--- config.mk ---
export PLATFORM = sky130hd
export DESIGN_NAME = alu_result_serializer
export DESIGN_NICKNAME = d
export VERILOG_FILES = /design/src/rtl/alu_pkg.sv /design/src/rtl/alu_rec_fifo.sv /design/src/rtl/alu_result_serializer.sv
export SDC_FILE = /design/constraint.sdc
export NUM_CORES = 1
export LEC_CHECK = 0
export ABC_AREA = 1
export CORE_AREA = 2 2 103 105
export CTS_CLUSTER_DIAMETER = 120
export DETAILED_ROUTE_END_ITERATION = 12
export DIE_AREA = 0 0 105 107
export GPL_TIMING_DRIVEN = 0
export PLACE_DENSITY = 0.76
export REMOVE_ABC_BUFFERS = 1
export SYNTH_ARGS = -nofsm -noshare
export SYNTH_HDL_FRONTEND = slang
export SYNTH_SLANG_ARGS = --single-unit
--- constraint.sdc ---
create_clock -name clk -period 3.95 [get_ports clk]
set_input_delay 1.185 -clock clk [delete_from_list [all_inputs] [get_ports clk]]
set_output_delay 1.185 -clock clk [all_outputs]
set_load 0.02 [all_outputs]
--- src/rtl/alu_pkg.sv ---
// Shared definitions for the ALU result serializer slice: opcode constants,
// the queued record layout, the serializer state encoding and the helpers
// that derive the per-packet header byte.
package alu_pkg;

  localparam logic [3:0] OP_AND = 4'b0001;
  localparam logic [3:0] OP_OR  = 4'b0010;
  localparam logic [3:0] OP_XOR = 4'b0011;
  localparam logic [3:0] OP_ADD = 4'b1001;
  localparam logic [3:0] OP_SUB = 4'b1010;
  localparam logic [3:0] OP_MUL = 4'b1011;

  typedef struct packed {
    logic [3:0]  op;
    logic [7:0]  result;
    logic [15:0] product;
    logic        of;
    logic        zero;
    logic        slt;
  } alu_rec_t;

  typedef enum logic [1:0] {
    ST_IDLE = 2'd0,
    ST_HDR  = 2'd1,
    ST_D0   = 2'd2,
    ST_D1   = 2'd3
  } ser_state_t;

  function automatic logic rec_is_mul(input alu_rec_t r);
    return r.op == OP_MUL;
  endfunction

  // Header byte: {op, of, zero, slt, is_mul}
  function automatic logic [7:0] rec_hdr(input alu_rec_t r);
    return {r.op, r.of, r.zero, r.slt, rec_is_mul(r)};
  endfunction

endpackage

--- src/rtl/alu_rec_fifo.sv ---
// DEPTH-entry record FIFO with asynchronous active-high reset.
// Ports:
//   clk, rst  - clock, async reset (clears pointers and occupancy)
//   i_push    - write i_rec at the tail (ignored when full)
//   i_rec     - record to write
//   i_pop     - drop the head record (ignored when empty)
//   o_head    - current head record (valid when o_count != 0)
//   o_count   - number of stored records
module alu_rec_fifo
  import alu_pkg::*;
#(
  parameter int unsigned DEPTH = 4,
  localparam int unsigned AW   = $clog2(DEPTH)
) (
  input  logic          clk,
  input  logic          rst,
  input  logic          i_push,
  input  alu_rec_t      i_rec,
  input  logic          i_pop,
  output alu_rec_t      o_head,
  output logic [AW:0]   o_count
);

  alu_rec_t          r_mem [DEPTH];
  logic [AW-1:0]     r_wr_ptr;
  logic [AW-1:0]     r_rd_ptr;
  logic [AW:0]       r_count;
  logic              w_push;
  logic              w_pop;

  assign w_push = i_push && (r_count != (AW+1)'(DEPTH));
  assign w_pop  = i_pop  && (r_count != '0);

  // Pointers are exactly AW bits wide, so they wrap modulo DEPTH on their own.
  always_ff @(posedge clk or posedge rst) begin
    if (rst) begin
      r_wr_ptr <= '0;
      r_rd_ptr <= '0;
      r_count  <= '0;
    end else begin
      if (w_push) r_wr_ptr <= r_wr_ptr + 1'b1;
      if (w_pop)  r_rd_ptr <= r_rd_ptr + 1'b1;
      case ({w_push, w_pop})
        2'b10:   r_count <= r_count + 1'b1;
        2'b01:   r_count <= r_count - 1'b1;
        default: r_count <= r_count;
      endcase
    end
  end

  always_ff @(posedge clk) begin
    if (w_push) r_mem[r_wr_ptr] <= i_rec;
  end

  assign o_head  = r_mem[r_rd_ptr];
  assign o_count = r_count;

endmodule

--- src/rtl/alu_result_serializer.sv ---
// Queues ALU result records and emits each as a byte packet:
//   header {op, of, zero, slt, is_mul}, then result (non-multiply) or
//   product[7:0], product[15:8] (multiply). out_last marks the final byte.
// Ports:
//   clk, rst                     - clock, async active-high reset
//   in_valid/in_ready            - record handshake
//   in_op/in_result/in_product   - record payload
//   in_of/in_zero/in_slt         - record flags
//   out_valid/out_ready          - byte stream handshake
//   out_data/out_last            - stream byte and end-of-packet marker
//   count                        - records held, including the one in flight
module alu_result_serializer
  import alu_pkg::*;
#(
  parameter int unsigned DEPTH = 4
) (
  input  logic                     clk,
  input  logic                     rst,
  input  logic                     in_valid,
  output logic                     in_ready,
  input  logic [3:0]               in_op,
  input  logic [7:0]               in_result,
  input  logic [15:0]              in_product,
  input  logic                     in_of,
  input  logic                     in_zero,
  input  logic                     in_slt,
  output logic                     out_valid,
  input  logic                     out_ready,
  output logic [7:0]               out_data,
  output logic                     out_last,
  output logic [$clog2(DEPTH):0]   count
);

  localparam int unsigned CW = $clog2(DEPTH) + 1;

  ser_state_t  r_state;
  ser_state_t  w_state_nxt;
  alu_rec_t    w_rec;
  alu_rec_t    w_head;
  logic        w_push;
  logic        w_pop;
  logic        w_hs;
  logic        w_more;
  logic        w_mul;

  assign w_rec = '{op: in_op, result: in_result, product: in_product,
                   of: in_of, zero: in_zero, slt: in_slt};

  // Readiness comes from the registered count only, so a full FIFO refuses
  // a push even in the cycle its head is popped.
  assign in_ready = !rst && (count < CW'(DEPTH));
  assign w_push   = in_valid && in_ready;

  alu_rec_fifo #(.DEPTH(DEPTH)) u_fifo (
    .clk     (clk),
    .rst     (rst),
    .i_push  (w_push),
    .i_rec   (w_rec),
    .i_pop   (w_pop),
    .o_head  (w_head),
    .o_count (count)
  );

  assign w_mul     = rec_is_mul(w_head);
  assign out_valid = (r_state != ST_IDLE);
  assign w_hs      = out_valid && out_ready;
  assign w_pop     = w_hs && (((r_state == ST_D0) && !w_mul) || (r_state == ST_D1));
  // After the pop, another record is available if more than one was held
  // or one arrives on this very edge.
  assign w_more    = (count > CW'(1)) || w_push;

  always_comb begin
    w_state_nxt = r_state;
    case (r_state)
      ST_IDLE: if (w_push || (count != '0)) w_state_nxt = ST_HDR;
      ST_HDR:  if (w_hs) w_state_nxt = ST_D0;
      ST_D0:   if (w_hs) w_state_nxt = w_mul ? ST_D1 : (w_more ? ST_HDR : ST_IDLE);
      ST_D1:   if (w_hs) w_state_nxt = w_more ? ST_HDR : ST_IDLE;
      default: w_state_nxt = ST_IDLE;
    endcase
  end

  always_ff @(posedge clk or posedge rst) begin
    if (rst) r_state <= ST_IDLE;
    else     r_state <= w_state_nxt;
  end

  // Byte mux depends only on state and head record, both frozen while stalled.
  always_comb begin
    out_data = '0;
    out_last = 1'b0;
    case (r_state)
      ST_HDR: out_data = rec_hdr(w_head);
      ST_D0: begin
        out_data = w_mul ? w_head.product[7:0] : w_head.result;
        out_last = !w_mul;
      end
      ST_D1: begin
        out_data = w_head.product[15:8];
        out_last = 1'b1;
      end
      default: begin
        out_data = '0;
        out_last = 1'b0;
      end
    endcase
  end

endmodule

==> reports/metrics.cfg <==
[run_status]
status = finished, final reports clean

[detailed_routing]
wl_met3_um = 1090
drc = 0
num_vias = 3776
wl_met1_um = 4800
drt.antenna.violating_nets = 0
highest-signal-layer = met4
wl_met2_um = 6430
routedWlPerCell_um = 19.0
vias_per_cell = 5.70
first_iter_violations = 364
routed_wl_um = 12500
drtPass1Iterations = 5

[power_and_ir_drop]
finalPower_uw = 5240
powerDensity_mw_per_mm2 = 758
ir_drop_uv = 439
cellLeakagePower_uw = 0.00256

[logic_synthesis]
ys_async_sr_fraction = 0.0677
synthFlopType = edfxtp_1
ys_ff_latch = 133
syn_area_per_cell_um2 = 12.3
ys_top_cells_by_count = 124 x edfxtp_1, 110 x nand2_1, 33 x a21oi_1, 28 x nand3_1, 25 x inv_1
ys_seq_area_frac = 0.723
synth_top_area_frac = 0.681
synthTopCellsByArea = edfxtp_1 68%, nand2_1 7.6%, dfrtp_1 4.1%
synth_cell_types = 24
ys_warn_count = 0
synth_top_area_cell = edfxtp_1
synth-edff-count = 124
netlist_area_mm2 = 0.00546
netlist_instances = 443
synth.most_common_cell = edfxtp_1

[place]
gp_congestion = 0.799
hpwlAfterDp_um = 6600
dp_cells = 613
numPortBuffers = 48

[timing]
min_period_ps = 3870
setup_viol = 0
max_freq_mhz = 258
slew_violations = 0
rsz0062_at_grt = true
max_slew_margin = 0.419
fin_crit_sh = 0.980
final-hold-violation-count = 0
final.setup_skew_ps = 6.85
worstMarginPinSlew_ps = 868

[floorplan]
ios = 49
die_w_um = 105
num_rows = 37
core_area_mm2 = 0.0101
start_util = 0.541
die-area_mm2 = 0.0112
die-height_um = 107

[final_layout]
antenna_cells_inserted = 0
nets = 556
drive_gt1_frac = 0.146
syn2layout_area_growth_pct = 26.5
fin_cells = 662

[clock_tree]
cts_inserted_buffers = 17
ctsHoldBuffers = 0
ctsLongestPathBuffers = 2
cts_tree = done
h-tree-depth = 4
cts.sinks = 133
clkTransAtPathRegs_ps = 60
clock_latency_ps = 510
cts_root_buffer = clkbuf_8

[critical_path]
end_kind = output port
critPathMaxStageDelay_ps = 500
cp.arrival_ps = 2690
cp_common_cell = nand2_1
critPathSlowestCell = dfrtp_4
reg2regPathDepth = 16
critPathMaxFanout = 20
path_class = register to output port
required_ps = 2760
setup.worst_path.start_class = register
worstPathCellList = buf_16, inv_16, nand2_1, nand3_1, nand2_1, nor2_2, nand2_2, nand2_4, clkinvlp_4, buf_4, nand2_1, nand4_1, buf_2

[job]
drv_cap = 0

[global_route]
grt_pass1_wl_um = 19100
antenna_found_initial = 0
track_usage = 0.229
grt-ovfl-total = 0
grt_pass1_vias = 3765
grt_max_degree = 40

[worst_hold_path]
holdCritPathClass = register to register
min_delay_path_depth = 1

-- sequential cells by signal, summed over array words and instances, names as in the netlist --
signal,count
u_fifo.r_mem,124
u_fifo.r_rd_ptr,2
u_fifo.r_wr_ptr,2
r_state,2
u_fifo.o_count,3
-- per-stage QoR --
step	util	hold slack (ps)	TNS [ps]	setup WS (ps)	cell area (µm²)
after floorplan	-	557	0	270	5360
after global placement	0.596	510	-119850	-1470	6010
after detailed placement	0.611	531	-7270	-885	6170
after CTS	0.684	543	0	7.38	6900
after global routing	0.685	588	-57.3	-52.2	6910
final	0.685	543	0	77.2	6910
-- path summary, 6_finish.rpt --
check / slack (ps) / endpoint / start
max in group asynchronous: 2680 / u_fifo.r_rd_ptr[0]$_DFFE_PP0P_ / rst
min reg2reg: 540 / u_fifo.o_count[0]$_DFFE_PP0P_ / u_fifo.o_count[0]$_DFFE_PP0P_
min in group asynchronous: 970 / u_fifo.o_count[1]$_DFFE_PP0P_ / rst
max reg2reg: 1460 / u_fifo.o_count[2]$_DFFE_PP0P_ / u_fifo.r_rd_ptr[0]$_DFFE_PP0P_
min: 540 / u_fifo.o_count[0]$_DFFE_PP0P_ / u_fifo.o_count[0]$_DFFE_PP0P_
max: 80 / out_data[6] / u_fifo.r_rd_ptr[0]$_DFFE_PP0P_
-- metal layers --
layer | track usage | vias to the layer above
met5 | 0 | -
met3 | 0.0498 | 21
met1 | 0.286 | 1818
li1 | - | 1737
met4 | 0.107 | 0
met2 | 0.384 | 200
-- logic make-up (layout without fill, tap and decap cells) --
family                     Yosys count  in the layout  synth area share
AOI/OAI and AO/OA                   72             72            0.0753
adders and majority gates            8              8            0.0183
xor gates and xnor gates             4              4           0.00641
DFF                                133            133             0.723
and+or+nand+nor                    179            179             0.139
buffers and inverters               47            130            0.0385
-- worst max-delay path, delay by kind of cell (launching register included) --
family	cells	cell delay (ps)
buffers and inverters	5	830
and+or+nand+nor	8	840
DFF	1	500
-- placed cells by master (no fill, tap or decap), drive strengths merged, types with 8 or more instances in the layout --
cell type / netlist / routed
edfxtp: 124 / 124
nand2: 112 / 112
clkdlybuf4s50: 0 / 40
inv: 28 / 36
a21oi: 33 / 33
nand3: 29 / 29
nor2: 27 / 27
clkbuf: 1 / 22
buf: 18 / 22
a22oi: 16 / 16
o21ai: 14 / 14
nand4: 11 / 11
dfrtp: 9 / 9
ha: 8 / 8
-- where the power goes --
part / total [µW] / switching, µW / internal (µW)
clock network: 1520 / 609 / 914
registers: 1790 / 79.5 / 1710
logic: 1930 / 1250 / 678
total: 5240 / 1940 / 3300
-- cell type report --
| type | instances | area, µm² |
|---|---|---|
| multi-input combinational | 263 | 1340 |
| fill | 719 | 3180 |
| clock inverter | 15 | 169 |
| sequential | 133 | 3960 |
| inverter | 28 | 128 |
| timing repair inverter | 2 | 17.5 |
| timing repair buffer | 68 | 717 |
| tap | 136 | 170 |
| clock buffer | 17 | 414 |
-- repair_timing --
| action | in CTS | in global routing |
|---|---|---|
| setup endpoints to repair | 9 | 8 |
| resized for setup | 22 | 15 |
| pin swaps | 1 | 2 |
| cloned | 2 | 1 |
| buffers inserted | 13 | 1 |
Power figures use the tool's default switching activity.
